`src/rtl/hazard_unit_pkg.sv`:
```
// Opcode map, decode helpers and scoreboard entry type shared by
// the hazard unit and the ID-stage controller.
package hazard_unit_pkg;

    localparam logic [5:0] OP_ADD   = 6'b000001;
    localparam logic [5:0] OP_SUB   = 6'b000010;
    localparam logic [5:0] OP_AND   = 6'b000011;
    localparam logic [5:0] OP_OR    = 6'b000100;
    localparam logic [5:0] OP_XOR   = 6'b000101;
    localparam logic [5:0] OP_NOR   = 6'b000110;
    localparam logic [5:0] OP_SLT   = 6'b000111;
    localparam logic [5:0] OP_SLTU  = 6'b001000;
    localparam logic [5:0] OP_MUL   = 6'b001001;
    localparam logic [5:0] OP_SLL   = 6'b001010;
    localparam logic [5:0] OP_SRA   = 6'b001011;
    localparam logic [5:0] OP_SRL   = 6'b001100;
    localparam logic [5:0] OP_ADDI  = 6'b100000;
    localparam logic [5:0] OP_SUBI  = 6'b100001;
    localparam logic [5:0] OP_LOAD  = 6'b100100;
    localparam logic [5:0] OP_STORE = 6'b100101;
    localparam logic [5:0] OP_BEZ   = 6'b101000;
    localparam logic [5:0] OP_BNE   = 6'b101001;
    localparam logic [5:0] OP_JMP   = 6'b101010;

    // Entries hold register numbers up to this width, zero-extended.
    localparam int SB_DEST_W = 8;

    typedef struct packed {
        logic                 valid;
        logic [SB_DEST_W-1:0] dest;
        logic                 is_load;
    } sb_entry_t;

    function automatic logic is_rtype(input logic [5:0] op);
        return (op >= OP_ADD) && (op <= OP_SRL);
    endfunction

    function automatic logic uses_src1(input logic [5:0] op);
        return is_rtype(op) || op == OP_ADDI || op == OP_SUBI ||
               op == OP_LOAD || op == OP_STORE ||
               op == OP_BEZ || op == OP_BNE;
    endfunction

    function automatic logic uses_src2(input logic [5:0] op);
        return is_rtype(op) || op == OP_STORE || op == OP_BNE;
    endfunction

    function automatic logic writes_reg(input logic [5:0] op);
        return is_rtype(op) || op == OP_ADDI || op == OP_SUBI ||
               op == OP_LOAD;
    endfunction

    function automatic logic is_load(input logic [5:0] op);
        return op == OP_LOAD;
    endfunction

    function automatic logic is_branch(input logic [5:0] op);
        return op == OP_BEZ || op == OP_BNE || op == OP_JMP;
    endfunction

    function automatic logic is_cond_branch(input logic [5:0] op);
        return op == OP_BEZ || op == OP_BNE;
    endfunction

endpackage

```
`src/rtl/hazard_unit_sat_counter.sv`:
```
// Saturating event counter with synchronous active-low clear.
module hazard_sat_counter #(
    parameter int W = 16
) (
    input  logic         clk,
    input  logic         clr_n,
    input  logic         en,
    output logic [W-1:0] count
);

    always_ff @(posedge clk) begin
        if (!clr_n) begin
            count <= '0;
        end else if (en && count != '1) begin
            count <= count + 1'b1;
        end
    end

endmodule

```
`src/rtl/hazard_unit.sv`:
```
// Stall / flush generation from a shadow scoreboard of the
// instructions currently in EX and MEM.
module hazard_unit
    import hazard_unit_pkg::*;
#(
    parameter int FORWARDING = 1,
    parameter int REG_ADDR_W = 5,
    parameter int CNT_W      = 16
) (
    input  logic                  clk,
    input  logic                  rst,
    input  logic [5:0]            opcode,
    input  logic [REG_ADDR_W-1:0] src1,
    input  logic [REG_ADDR_W-1:0] src2,
    input  logic [REG_ADDR_W-1:0] dest,
    input  logic                  branch_taken,
    output logic                  hazard,
    output logic                  pc_write_en,
    output logic                  ifid_write_en,
    output logic                  ifid_flush,
    output logic [CNT_W-1:0]      stall_count,
    output logic [CNT_W-1:0]      flush_count
);

    sb_entry_t ex_q;
    sb_entry_t mem_q;

    logic ex_hit;
    logic mem_hit;

    function automatic logic sb_match(
        input sb_entry_t             e,
        input logic [REG_ADDR_W-1:0] r
    );
        return e.valid && (e.dest != '0) &&
               (e.dest == SB_DEST_W'(r));
    endfunction

    always_comb begin
        ex_hit  = (uses_src1(opcode) && sb_match(ex_q, src1)) ||
                  (uses_src2(opcode) && sb_match(ex_q, src2));
        mem_hit = (uses_src1(opcode) && sb_match(mem_q, src1)) ||
                  (uses_src2(opcode) && sb_match(mem_q, src2));
        hazard  = 1'b0;
        if (FORWARDING != 0) begin
            // Branches compare in ID, ahead of the forwarding muxes.
            if (is_cond_branch(opcode)) begin
                hazard = ex_hit || (mem_hit && mem_q.is_load);
            end else begin
                hazard = ex_hit && ex_q.is_load;
            end
        end else begin
            hazard = ex_hit || mem_hit;
        end
    end

    assign pc_write_en   = ~hazard;
    assign ifid_write_en = ~hazard;
    assign ifid_flush    = branch_taken && is_branch(opcode) && !hazard;

    always_ff @(posedge clk) begin
        if (!rst) begin
            ex_q  <= '0;
            mem_q <= '0;
        end else begin
            mem_q <= ex_q;
            if (hazard) begin
                ex_q <= '0;
            end else begin
                ex_q.valid   <= writes_reg(opcode);
                ex_q.dest    <= SB_DEST_W'(dest);
                ex_q.is_load <= is_load(opcode);
            end
        end
    end

    hazard_sat_counter #(.W(CNT_W)) u_stall_cnt (
        .clk   (clk),
        .clr_n (rst),
        .en    (hazard),
        .count (stall_count)
    );

    hazard_sat_counter #(.W(CNT_W)) u_flush_cnt (
        .clk   (clk),
        .clr_n (rst),
        .en    (ifid_flush),
        .count (flush_count)
    );

endmodule

```
`config.mk`:
```
export PLATFORM = sky130hd
export DESIGN_NAME = hazard_unit
export DESIGN_NICKNAME = d
export VERILOG_FILES = /design/src/rtl/hazard_unit_pkg.sv /design/src/rtl/hazard_unit_sat_counter.sv /design/src/rtl/hazard_unit.sv
export SDC_FILE = /design/constraint.sdc
export NUM_CORES = 1
export LEC_CHECK = 0
export ABC_AREA = 1
export CORE_ASPECT_RATIO = 2
export CORE_MARGIN = 5
export CORE_UTILIZATION = 52
export CTS_CLUSTER_SIZE = 30
export DETAILED_ROUTE_END_ITERATION = 7
export PLACE_DENSITY_LB_ADDON = 0.12
export REMOVE_ABC_BUFFERS = 1
export SYNTH_ARGS = -nofsm -noshare
export SYNTH_HDL_FRONTEND = slang
export SYNTH_HIERARCHICAL = 1
export SYNTH_SLANG_ARGS = --single-unit
```
`constraint.sdc`:
```
create_clock -name clk -period 2.5 [get_ports clk]
set_input_delay 0.25 -clock clk [delete_from_list [all_inputs] [get_ports clk]]
set_output_delay 0.25 -clock clk [all_outputs]
set_load 0.05 [all_outputs]
```
### After elaboration in Yosys (flattened, before gate mapping)

Index checks and enable logic that the tools add are counted.

* bitwise operators: 2
* reductions and logical operators: 34
* multiplexer cells: 1
* multiply operators: 0
* equality and inequality tests: 13
* order comparisons: 2
* divide/modulo/power cells: 0
* shift operators: 0
* add/sub/neg operators: 2

Operator list (count)
* $eq A6 B6 Y1 const B: 7
* $add A16 B1 Y16 const B: 2
* $eq A8 B5 Y1: 4
* $ne A16 B16 Y1 const B: 2
* $logic_and A1 B1 Y1: 17
* $reduce_bool A8 Y1: 2
* $logic_or A1 B1 Y1: 13
* $ge A6 B1 Y1 const B: 1
* $le A6 B4 Y1 const B: 1
* $not A1 Y1: 2
* $reduce_or A2 Y1: 1
* $logic_not A1 Y1: 1
* $mux W1: 1

* bits in read-only memories: 0
* bits of input ports: 24
* output and inout port bits: 36
* memories kept: 0
* register bits: 52
* logic and storage cells: 63
* bits in latches: 0
* memory bits (writable): 0

### Logic depth before layout (Yosys ltp)

Gate-level depths: netlist (run 1).

* depth in word-level cells: 16
* mapped depth: 21
* gate-level depth less buffers: 20

### By module

The synthesis (run 1) kept the hierarchy.

Modules (own cells, without submodules)
* hazard_sat_counter: seq. area each 320.3 um^2, area each 996.0 um^2, instances 2, cells an instance 149
* hazard_unit: seq. area each 280.3 um^2, area each 918.4 um^2, instances 1, cells an instance 142

### Least setup slack after synthesis (run 1)

Ideal clock, no wire load.

* kind: input to register
* start point: input opcode[3]
* end point: register u_flush_cnt.count[13]
* library setup time: 117 ps
* buffers on the path: 1
* arrival time: 2781 ps
* cell stages on the path: 18
* path slack: -398 ps
* cell sequence: nor2_1 nand2_1 nand3_2 nand2_2 nand3_2 nand2_2 nand2_2 nand2_1 nand2_2 nand2_2 nor2_1 buf_4 nand3_1 or2_0 nor2_1 nand3_1 nand2_1 nor2_1

* word-level cells in the longest chain between the ends: 16

RTL lines
* start: declaration: line hazard_unit.sv:12 `input logic [5:0] opcode,`
* $ge A6 B1 Y1 or $le A6 B4 Y1 (tied branches): line hazard_unit_pkg.sv:35 `return (op >= OP_ADD) && (op <= OP_SRL);`
* $logic_and A1 B1 Y1: line hazard_unit_pkg.sv:35
* $logic_or A1 B1 Y1 (3 in a row): line hazard_unit_pkg.sv:39 `return is_rtype(op) || op == OP_ADDI || op == OP_SUBI ||`
* $logic_or A1 B1 Y1 (2 in a row): line hazard_unit_pkg.sv:40 `op == OP_LOAD || op == OP_STORE ||`
* $logic_or A1 B1 Y1: line hazard_unit_pkg.sv:41 `op == OP_BEZ || op == OP_BNE;`
* $logic_and A1 B1 Y1: line hazard_unit.sv:42 `mem_hit = (uses_src1(opcode) && sb_match(mem_q, src1)) ||`
* $logic_or A1 B1 Y1: line hazard_unit.sv:42
* $logic_and A1 B1 Y1: line hazard_unit.sv:48 `hazard = ex_hit || (mem_hit && mem_q.is_load);`
* $logic_or A1 B1 Y1: line hazard_unit.sv:48
* $mux W1 (*): line hazard_unit.sv:47 `if (is_cond_branch(opcode)) begin`
* net hazard: line hazard_unit.sv:17 `output logic hazard,`
* $logic_not A1 Y1 (*): line hazard_unit.sv:59 `assign ifid_flush = branch_taken && is_branch(opcode) && !hazard;`
* $logic_and A1 B1 Y1 (*): line hazard_unit.sv:59
* net ifid_flush: line hazard_unit.sv:20 `output logic ifid_flush,`
* $logic_and A1 B1 Y1 (*): line hazard_unit_sat_counter.sv:14 `end else if (en && count != '1) begin`
* end signal: assignment: line hazard_unit_sat_counter.sv:15 `count <= count + 1'b1;`
* end: declaration: line hazard_unit_sat_counter.sv:8 `output logic [W-1:0] count`

The timed path passes the listed nets; every way through them passes the cells marked *.
A chain may end at the register's enable or synchronous reset.

### Worst setup path in the final report (run 1)

* start point: input opcode[1]
* end point: output ifid_flush

* word-level cells in the longest chain between the ends: 15

RTL lines (line)
* $ge A6 B1 Y1 or $le A6 B4 Y1 (tied branches): hazard_unit_pkg.sv:35
* $logic_and A1 B1 Y1: hazard_unit_pkg.sv:35
* $logic_or A1 B1 Y1 (3 in a row): hazard_unit_pkg.sv:39
* $logic_or A1 B1 Y1 (2 in a row): hazard_unit_pkg.sv:40
* $logic_or A1 B1 Y1: hazard_unit_pkg.sv:41
* $logic_and A1 B1 Y1: hazard_unit.sv:42
* $logic_or A1 B1 Y1: hazard_unit.sv:42
* $logic_and A1 B1 Y1: hazard_unit.sv:48
* $logic_or A1 B1 Y1: hazard_unit.sv:48
* $mux W1: hazard_unit.sv:47
* $logic_not A1 Y1: hazard_unit.sv:59
* $logic_and A1 B1 Y1 (*): hazard_unit.sv:59
* end: declaration: hazard_unit.sv:20

Mark *: on every way between the ends. The rest lies on a longest branch, timed or not.

==> results.cfg, run 1 <==
[outcome]
outcome = completed

[timing]
fin_crit_ns = 2.347
rsz0062_at_grt = false
setup_violations = 0
relSlewSlack_pct = 53.44
fin_crit_sh_pct = 93.88
clock.fmax_mhz = 426.1
hold_violations = 0
finClkSkew_ns = 0.003404
worst_slack_ns = 0.1530
drv_slew = 0
tightestPinTransition_ns = 0.6962

[grt]
grt.total_usage_pct = 21.23
grt_max_degree = 17
antenna_found_initial = 0
first_global_vias = 2910
overflow = 0
grt_first_pass_wirelength_microns = 12490

[critical_path]
crit_end = ifid_flush
r2r_start = ex_q[4]
crit_fanout = 6
r2r_slack_ns = 0.31
cp-end-kind = output pin
critical-path-max-stage-delay_ns = 0.46
worstPathRequired_ns = 2.25
r2r_cells = 16
start_kind = primary input
critPathMostFrequentCell = nand2_2
path_class = in2out
crit_chain = clkdlybuf4s50_1 > inv_2 > nand2_1 > nor2_1 > nand2_1 > nand2_2 > nand3_2 > nand2_2 > nand2_2 > nand2_1 > nand2_2 > nand2_2 > nor2_1 > buf_4 > buf_4 > buf_12
cp_slowest_cell = clkdlybuf4s50_1
regToRegEndpoint = u_stall_cnt/count[13]
crit_arrival_ns = 2.10
cp-startpoint = opcode[1]

[drt]
drt_drc_violations_left = 0
drt_iter0_drc = 123
vias = 2887
ant_nets = 0
routed_via_density = 5.065
first_pass_iters = 4
wl_per_cell_microns = 12.86
drt-total-wl_microns = 7328

[cells_and_area]
fin_area_sq_um = 3731
multi_input_area_sq_um = 1719
seqCellArea_sq_um = 920.9
areaGrowthSynthToFinish_pct = 28.20
nFillCells = 509
diodes = 0
layout-drive-gt1-share_pct = 15.29
fin_nets = 535

[power_and_ir_drop]
ir_drop_mv = 0.6903
total_power_w = 0.001454
p_leak_nw = 1.679
pwr_density_cell_nw_per_um2 = 389.8

[die]
die_x_microns = 62.90
core_area_sq_um = 5420
rows = 38
die_y_microns = 115.8
num_io_pins = 60
die_area_sq_um = 7284
start_util_pct = 53.69

[synthesis]
yosysTopAreaCell = dfxtp_1
syn-instance-count = 440
synth_area_per_cell_sq_um = 6.614
synth_top_flop_cell = dfxtp_1
synth_seq_cells = 46
netlist_top_cells_area = dfxtp_1, nand2_1, nor2_1
synthArstFlopShare_pct = 0
synth_area_sq_um = 2910
yosysWarnings = 6
yosys.area.top_type_share_pct = 31.64
synth_cell_type_count = 32
yosysSeqAreaShare_pct = 31.64
synth_edf_count = 0

[job]
cap_violations = 0

[placed_design]
pre_cts_ws_ns = -0.04599
port_buffers = 59
dpl_cell_area_sq_um = 3603
gp_congestion = 0.9170
dp_hpwl_microns = 5832

[clocking]
cts_max_path_buffers = 2
htree_num_levels = 2
cts_tree = done
cts_buffers = 5
clk_latency_ns = 0.31
root_buffer = clkbuf_8
cts_num_sinks = 46
path_clk_slew_ns = 0.08

[hold_path]
holdPathStages = 4
hold_path.class = in2reg
==> worst max-delay path, delay by kind of cell <==
| family | cells | cell delay [ns] |
|---|---|---|
| AND/OR/NAND/NOR | 11 | 0.84 |
| buffers and inverters | 5 | 1.01 |
==> through the flow <==
step,instances,utilization (%),hold slack (ns),TNS [ns]
floorplan,432,-,0.3476,-5.476
CTS,570,68.49,0.4218,0
finish,570,68.84,0.3961,0
global route,570,68.84,0.4462,0
detailed placement,562,66.48,0.4208,-0.06405
global placement,562,66.48,0.4189,0
==> cell type report <==
type	instances	area share, %
multi-input combinational	337	46.08
timing repair buffer	70	19.35
sequential	46	24.68
tap	60	2.012
clock inverter	1	0.8048
inverter	49	5.030
clock buffer	7	2.046
==> how the worst min path moves through the flow <==
stage | slack (ns) | end | startpoint
after floorplan | 0.35 | mem_q[0] | rst
after global placement | 0.42 | mem_q[9] | ex_q[9]
after detailed placement | 0.42 | mem_q[0] | ex_q[0]
after CTS | 0.42 | mem_q[0] | ex_q[0]
after global routing | 0.45 | mem_q[0] | ex_q[0]
final | 0.40 | ex_q[0] | opcode[3]
==> cells in the mapped netlist, types with 2 or more instances <==
cell and count:
nor2_1 94, a21oi_1 14, or2_0 2, nor2_2 14, xnor2_1 7, ha_1 2, buf_4 3, nor3_1 4
nor2_8 2, nand2_2 14, xor2_1 8, nand2_1 113, nand3_2 2, nand2_4 4, nand4_2 2, inv_1 48
nand4_1 5, buf_12 2, nand3_1 32, nor2_4 10, clkbuf_8 2, dfxtp_1 46
==> cells by family (layout without fill, tap and decap cells) <==
kind of cell,after synthesis,in the layout,share of synthesized area (%)
AOI/OAI and AO/OA,19,19,3.612
xor gates and xnor gates,15,15,4.514
adders and majority gates,2,2,0.8597
buffers and inverters,57,127,9.587
DFF,46,46,31.64
and+or+nand+nor,301,301,49.79
==> state kept, by name, indices dropped and copies added (netlist names) <==
signal / count
ex_q: 7
mem_q: 7
u_flush_cnt/count: 16
u_stall_cnt/count: 16
==> repair_timing <==
item	in CTS	in global routing
resized for setup	1	8
setup endpoints to repair	2	3
buffers inserted	0	1
hold buffers	0	0
hold endpoints to repair	0	0
==> where the power goes <==
part           switching [W]  internal (W)
combinational      0.0000747     0.0000754
clock               0.000253      0.000299
sequential         0.0000100      0.000742
total               0.000338       0.00112
==> placed cells by master (no fill, tap or decap), types with 3 or more instances in the layout <==
cell and count:
nand2_1 113, nor2_1 92, clkdlybuf4s50_1 53, dfxtp_1 46, inv_1 45, nand3_1 32, nor2_2 16, nand2_2 14
a21oi_1 14, buf_4 10, nor2_4 10, xor2_1 8, xnor2_1 7, nand4_1 5, clkbuf_8 5, nor3_1 4
buf_12 4, nand2_4 4, inv_2 3
==> routing by layer <==
layer / share of wire [%] / wire length, microns / vias to the layer above / global-route usage (%)
met5: 0 / 0 / - / 0
met4: 4.7 / 342 / 0 / 13.03
met3: 4.0 / 296 / 25 / 5.044
met2: 55 / 4059 / 73 / 40.78
met1: 36 / 2630 / 1296 / 19.41
li1: - / - / 1493 / -
Note: power is estimated with default switching activity, not from simulation.
==> run 2: changes to the inputs <==
Settings changed: RECOVER_POWER from default to 100.
==> results.cfg, run 2 (synthesized netlist as in run 1, its figures left out) <==
[outcome]
outcome = completed

[critical_path]
critical-path-max-stage-delay_ns = 0.46
crit_chain = clkdlybuf4s50_1 > inv_2 > nand2_1 > nor2_1 > nand2_1 > nand2_1 > nand3_2 > nand2_2 > nand2_2 > nand2_1 > nand2_2 > nand2_2 > nor2_1 > buf_4 > buf_4 > buf_6
cp_slowest_cell = clkdlybuf4s50_1
worstPathRequired_ns = 2.25
r2r_slack_ns = 0.33
cp-end-kind = output pin
cp_top_family = buffers and inverters
path_buf_inv = 5
start_kind = primary input
path_class = in2out
crit_arrival_ns = 2.11
crit_fanout = 6

[cells_and_area]
final_common_cell = nand2_1
fin_area_sq_um = 3628
final_cell_mix = nand2_1, nor2_1, dfxtp_1, inv_1
multi_input_area_sq_um = 1664
nFillCells = 523
seqCellArea_sq_um = 920.9
diodes = 0
areaGrowthSynthToFinish_pct = 24.68
layout-drive-gt1-share_pct = 12.16
fin_nets = 535
reg_top3 = u_flush_cnt/count (16), u_stall_cnt/count (16)

[placed_design]
gp_congestion = 0.9170
port_buffers = 59
dp_hpwl_microns = 5832
dpl_cell_area_sq_um = 3603

[timing]
clock.fmax_mhz = 423.2
hold_violations = 0
relSlewSlack_pct = 57.83
fin_crit_ns = 2.363
fin_crit_sh_pct = 94.52
rsz0062_at_grt = false
setup_violations = 0
tightestPinTransition_ns = 0.6305
setup_tns_ns = 0
finClkSkew_ns = 0.004276
drv_slew = 0

[clocking]
clk_latency_ns = 0.31
htree_num_levels = 2
cts_tree = done
cts_max_path_buffers = 2
cts_num_sinks = 46
cts_buffers = 5
root_buffer = clkbuf_8
cts_hold_buf = 0
path_clk_slew_ns = 0.08

[grt]
grt.total_usage_pct = 21.23
antenna_found_initial = 0
grt_first_pass_wirelength_microns = 12490
grt_max_degree = 17
first_global_vias = 2910
grtUsageMet2_pct = 40.78
grt_util_met3_pct = 5.044
overflow = 0
gr-usage-met1_pct = 19.41
busiest_layer = met2

[die]
die_area_sq_um = 7284
core_area_sq_um = 5420
die_x_microns = 62.90
start_util_pct = 53.69
num_io_pins = 60
rows = 38
die_y_microns = 115.8

[drt]
drt-total-wl_microns = 7315
wl_per_cell_microns = 12.83
vias = 2858
ant_nets = 0
drt_drc_violations_left = 0
first_pass_iters = 5
routed_via_density = 5.014
drt_iter0_drc = 88

[hold_path]
hold_path.class = in2reg

[power_and_ir_drop]
ir_drop_mv = 0.6925
p_leak_nw = 1.773
pwr_density_cell_nw_per_um2 = 400.2
total_power_w = 0.001452

[job]
cap_violations = 0
-- run 2: cell types whose count changed in the layout (fill, tap and decap cells not counted), sizes merged --
cell / before / now
clkdlybuf4s50: 53 / 20
dlygate4sd3: 0 / 33
buf: 15 / 10
clkbuf: 7 / 12
-- run 2: what timing repair did --
item                                    CTS  global route
pin swaps                                 0             0
hold endpoints to repair                  0             0
endpoints found under the setup margin    2             3
gates resized for setup                   1             8
setup buffers                             0             1
-- run 2: stage by stage --
stage | cells | util [%] | hold WS [ns] | setup WS, ns
after floorplan | 432 | - | 0.3476 | -0.4981
final | 570 | 66.94 | 0.3979 | 0.1369
after CTS | 570 | 68.49 | 0.4218 | 0.01142
after detailed placement | 562 | 66.48 | 0.4208 | -0.04599
after global routing | 570 | 66.94 | 0.4462 | 0.02190
after global placement | 562 | 66.48 | 0.4189 | 0.003011
-- run 2: cell type report --
| cell class | instances | share of cell area (%) |
|---|---|---|
| multi-input cells | 337 | 45.86 |
| repair buffers | 70 | 18.59 |
| well taps | 60 | 2.069 |
| inverters | 49 | 5.172 |
| clock buffers | 7 | 2.103 |
| flip-flops and latches | 46 | 25.38 |
| clock inverters | 1 | 0.8276 |
-- run 2: power breakdown --
group	internal (W)	switching [W]
Combinational	0.0000721	0.0000736
Sequential	0.000742	0.0000100
Clock	0.000299	0.000255
-- run 2: path summary, 6_finish.rpt --
check,startpoint,endpoint,cells after the start
min,opcode[3],ex_q[0],4
min reg2reg,ex_q[0],mem_q[0],2
max reg2reg,ex_q[4],u_stall_cnt/count[13],16
max,opcode[1],ifid_flush,16
-- run 2: worst reg2reg max path: cells and delay by family, from the launching register on --
| family | cells | cell delay [ns] |
|---|---|---|
| XOR/XNOR | 1 | 0.15 |
| buffers and inverters | 1 | 0.14 |
| flip-flops | 1 | 0.41 |
| AND/OR/NAND/NOR | 14 | 1.37 |
-- run 2: layer usage --
metal / routed length [microns] / up-vias / part of all wire, %
met1: 2610 / 1263 / 36
met5: 0 / - / 0
met4: 303 / 0 / 4.1
met2: 4092 / 77 / 56
li1: - / 1497 / -
met3: 308 / 21 / 4.2
==> run 3: changes to the inputs <==
Settings changed: CAP_MARGIN from default to 20.
==> results of run 3 <==
No change in the layout: final DEF, timing and power equal those of run 2.
